File: config.mk
export PLATFORM = sky130hd
export DESIGN_NAME = divider_controller
export DESIGN_NICKNAME = d
export VERILOG_FILES = /design/src/rtl/divider_controller.sv
export SDC_FILE = /design/constraint.sdc
export NUM_CORES = 1
export LEC_CHECK = 0
export ABC_AREA = 1
export CORE_MARGIN = 3
export CORE_UTILIZATION = 37
export DETAILED_ROUTE_END_ITERATION = 8
export PLACE_DENSITY_LB_ADDON = 0.1
export SLEW_MARGIN = 20
export SYNTH_ARGS = -nofsm -noshare
export SYNTH_HDL_FRONTEND = slang
export SYNTH_SLANG_ARGS = --single-unit
File: constraint.sdc
create_clock -name clk -period 0.8 [get_ports clk]
set_input_delay 0.24 -clock clk [delete_from_list [all_inputs] [get_ports clk]]
set_output_delay 0.24 -clock clk [all_outputs]
set_load 0.03 [all_outputs]
File: src/rtl/divider_controller.sv
// Sequencing FSM for the 10-bit restoring divider datapath: start/done handshake,
// operand load, init, iteration stepping, and divide-by-zero / overflow abort.
module divider_controller #(
  parameter bit OVF_ABORT = 1'b1
) (
  input  logic clk,
  input  logic rst,
  input  logic start,
  input  logic dvz,
  input  logic ovf,
  input  logic cout,
  output logic ld_a,
  output logic ld_b,
  output logic ld_q,
  output logic ld_acc,
  output logic sel_q,
  output logic sel_acc,
  output logic init_counter,
  output logic cnt_up,
  output logic ready,
  output logic busy,
  output logic done,
  output logic err_dvz,
  output logic err_ovf
);

  typedef enum logic [2:0] {
    S_IDLE = 3'd0,
    S_LOAD = 3'd1,
    S_INIT = 3'd2,
    S_CALC = 3'd3,
    S_DONE = 3'd4
  } state_e;

  typedef struct packed {
    logic ready;
    logic busy;
    logic done;
    logic ld_a;
    logic ld_b;
    logic ld_q;
    logic ld_acc;
    logic sel_q;
    logic sel_acc;
    logic init_counter;
    logic cnt_up;
  } ctrl_t;

  localparam ctrl_t CTRL_RESET = '{ready: 1'b1, default: 1'b0};

  state_e state_q, state_d;
  ctrl_t  ctrl_q, ctrl_d;
  logic   err_dvz_q, err_dvz_d;
  logic   err_ovf_q, err_ovf_d;

  // Next-state and sticky error flag update
  always_comb begin
    state_d   = state_q;
    err_dvz_d = err_dvz_q;
    err_ovf_d = err_ovf_q;
    unique case (state_q)
      S_IDLE: begin
        if (start) begin
          err_ovf_d = 1'b0;
          if (dvz) begin
            state_d   = S_DONE;
            err_dvz_d = 1'b1;
          end else begin
            state_d   = S_LOAD;
            err_dvz_d = 1'b0;
          end
        end
      end
      S_LOAD: state_d = S_INIT;
      S_INIT: state_d = S_CALC;
      S_CALC: begin
        // Overflow outranks the terminal count on the same step
        if (OVF_ABORT && ovf) begin
          state_d   = S_DONE;
          err_ovf_d = 1'b1;
        end else if (cout) begin
          state_d = S_DONE;
        end
      end
      S_DONE:  state_d = S_IDLE;
      default: state_d = S_IDLE;
    endcase
  end

  // Moore decode of the upcoming state so the outputs leave a register
  always_comb begin
    ctrl_d = '0;
    unique case (state_d)
      S_IDLE: ctrl_d.ready = 1'b1;
      S_LOAD: begin
        ctrl_d.busy         = 1'b1;
        ctrl_d.ld_a         = 1'b1;
        ctrl_d.ld_b         = 1'b1;
        ctrl_d.init_counter = 1'b1;
      end
      S_INIT: begin
        ctrl_d.busy    = 1'b1;
        ctrl_d.ld_q    = 1'b1;
        ctrl_d.ld_acc  = 1'b1;
        ctrl_d.sel_q   = 1'b1;
        ctrl_d.sel_acc = 1'b1;
      end
      S_CALC: begin
        ctrl_d.busy   = 1'b1;
        ctrl_d.ld_q   = 1'b1;
        ctrl_d.ld_acc = 1'b1;
        ctrl_d.cnt_up = 1'b1;
      end
      S_DONE:  ctrl_d.done = 1'b1;
      default: ctrl_d.ready = 1'b1;
    endcase
  end

  always_ff @(posedge clk or negedge rst) begin
    if (!rst) begin
      state_q   <= S_IDLE;
      ctrl_q    <= CTRL_RESET;
      err_dvz_q <= 1'b0;
      err_ovf_q <= 1'b0;
    end else begin
      state_q   <= state_d;
      ctrl_q    <= ctrl_d;
      err_dvz_q <= err_dvz_d;
      err_ovf_q <= err_ovf_d;
    end
  end

  assign ready        = ctrl_q.ready;
  assign busy         = ctrl_q.busy;
  assign done         = ctrl_q.done;
  assign ld_a         = ctrl_q.ld_a;
  assign ld_b         = ctrl_q.ld_b;
  assign ld_q         = ctrl_q.ld_q;
  assign ld_acc       = ctrl_q.ld_acc;
  assign sel_q        = ctrl_q.sel_q;
  assign sel_acc      = ctrl_q.sel_acc;
  assign init_counter = ctrl_q.init_counter;
  assign cnt_up       = ctrl_q.cnt_up;
  assign err_dvz      = err_dvz_q;
  assign err_ovf      = err_ovf_q;

endmodule

==> out/qor.csv <==
metric,value,unit
Antenna Cells,0,
most frequent cells in the layout,"buf_6 (16), nand2_1 (8), dfrtp_2 (6)",
min cycle time layout,1.159,ns
CP Class,register to output port,
CP arrival,0.92,ns
Adder-Cell Fraction of Synth Area,0,%
Leak,0.4584,nW
clk slew on worst S/H paths,0.07,ns
DR vias/cell,4.432,
die area,0.001869,mm2
Die H,43.24,um
largest net degree at the start of global routing,8,
Final HPWL DP,747.9,um
register area,309.0,um2
TritonCTS clock tree,built,
first-pass GRT wire length,1.883,mm
vias post-DR,421,
CTS Buf Count,3,
Final Core Density,73.65,%
Place WS,-0.4706,ns
IO Pins,19,
multiplexer share of the synthesized area,0,%
Yosys cell types,15,
Pre-Repair DR Iteration Count,2,
Critical-path top delay cell,dfstp_2,
area grow syn2layout,72.44,%
Syn Nets,63,
H-tree Lvls,1,
initial antenna violation count,0,
HP Class,primary input to async pin,
Nets,88,
Max clock buf depth,2,
number of global-route vias before repair,435,
CP Depth,1,
grt total ovfl,0,
CP Buf/Inv Count,1,
Clock Latency Late Sink,0.27,ns
final worst-path cycle share,144.9,%
DRC viols,0,
"FF+latch count, synth",12,
Startpoint Class,register,
Placed Instances,88,
XOR/XNOR share of the synthesized area,0,%
post-synthesis simple-gate area fraction,25.37,%
average size of a mapped cell,9.000,um2
unrepaired setup endpoints after global routing,yes,
chip width,43.24,um
routed len/inst,11.43,um
Pwr per Cell Area,4665,mW/mm2
row cnt,12,
final slew viol count,0,
ANT nets after route,0,
Crit path max-delay family,flip-flops,
Synth Area in Compound Gates,1.951,%
failing checks,negative setup slack,
cell area after synthesis,513.0,um2
Least-Margin Pin Slew,0.2098,ns
status,finished with violations,
WP data required,0.56,ns
Final Non-Filler Cells,95,
DRT iter0 DRCs,1,
Syn Inst Count,57,
# setup viols final,25,
Post-Route WL,1.086,mm
crit end category,output port,
Ys Warns,0,
"Seq/Total Area, Yosys",58.78,%
Overall Global Routing Usage,14.11,%
CTS root buf,clkbuf_4,
fmax,0.8625,GHz
GPL Wtd Cong,0.7591,
"most common cell after layout, fill and taps aside",buf_6,
layout cells sized above 1,62.96,%
peak supply drop,2539,uV
max_slew headroom,86.01,%
clk sink count,12,
area of the multi-input gates,224.0,um2
Layout Skew,0.001093,ns
Filler cells,84,
Core Area,0.001201,mm2
post-route setup slack,-0.3595,ns
largest family of logic cells by synthesized area,simple AND/OR/NAND/NOR gates,
MaxCap Viol Count,0,
critical-path cell list,buf_6,
IO buf count,18,
CP peak stage delay,0.53,ns
initial core utilization,42.71,%
R2R depth,4,
Crit Path Max Fanout,1,
Final Hold Viols,0,
-- sequential cells by signal, indices dropped and copies added, names as in the netlist --
register	flops
state_q	3
busy	1
cnt_up	1
done	1
err_dvz	1
err_ovf	1
ld_a	1
ld_acc	1
ready	1
sel_acc	1
-- timing repair --
item	4_1_cts	5_1_grt
setup buffers	2	1
hold buffers	0	0
hold endpoints to repair	0	0
gates resized for setup	32	12
pin swaps	4	7
setup endpoints to repair	25	25
-- metrics by stage --
step           instance area [um2]  hold slack [ns]  setup TNS [ns]  total power (W)
4_1_cts                      832.0           0.3025          -5.165         0.003856
2_1_floorplan                536.8         -0.05559         -0.6951         0.002352
3_3_place_gp                 679.4           0.5388          -4.288         0.002799
6_report                     884.6           0.3081          -5.301         0.004127
3_5_place_dp                 679.4           0.5291          -4.366         0.002809
5_1_grt                      884.6           0.3272          -6.324         0.004377
-- logic make-up (layout without fill, tap and decap cells) --
family | count (synthesis) | in the layout
buf+inv | 15 | 39
flops | 12 | 12
simple gates | 28 | 28
compound gates | 2 | 2
-- path summary, 6_finish.rpt --
check	start	endpoint	slack (ns)
max	ready$_DFF_PN1_	ready	-0.36
min	rst	err_dvz$_DFFE_PN0P_	0.31
max reg2reg	state_q[2]$_DFF_PN0_	ready$_DFF_PN1_	-0.24
min reg2reg	err_dvz$_DFFE_PN0P_	err_dvz$_DFFE_PN0P_	0.56
max in group asynchronous	rst	state_q[0]$_DFF_PN0_	0.34
min in group clk	start	done$_DFF_PN0_	0.49
-- synthesized netlist by cell type --
| cell | n | share of area [%] |
|---|---|---|
| o21ai_1 | 1 | 0.97 |
| inv_2 | 2 | 1.5 |
| nor2_2 | 1 | 1.2 |
| dfrtp_1 | 11 | 54 |
| nand4_1 | 1 | 1.2 |
| nand2_2 | 3 | 3.7 |
| buf_4 | 4 | 5.9 |
| dfstp_2 | 1 | 5.1 |
| nand3_2 | 1 | 2.0 |
| inv_1 | 9 | 6.6 |
| nand2_1 | 12 | 8.8 |
| nor3_1 | 1 | 0.97 |
| o21ai_0 | 1 | 0.97 |
| nand3_1 | 4 | 3.9 |
| nor2_1 | 5 | 3.7 |
-- worst reg2reg max path, cell delays in order, from the launching register on --
cell,delay [ns]
dfrtp_2,0.49
inv_4,0.11
nand4_1,0.17
nand3_1,0.16
nor2_2,0.05
-- routing by layer --
layer  part of all wire, %  up-vias  wire length (um)  track usage (%)
met5                     0        -                 0                0
met4                   1.3        0                14            5.422
met3                   6.8        2                74            6.356
met2                    52       15               563            22.42
met1                    40      189               432            16.45
li1                      -      215                 -                -
-- where the power goes --
part	switching (W)	total, W	internal [W]
sequential	0.000295	0.00123	0.000934
clock	0.000199	0.000476	0.000277
combinational	0.00135	0.00242	0.00107
-- area by class of cell --
type	count	share of cell area (%)
sequential	12	34.94
inverter	11	5.233
timing repair buffer	24	28.43
clock buffer	4	4.102
tap	14	1.980
multi-input combinational	30	25.32
No activity file was read; power rests on OpenSTA's default activity.
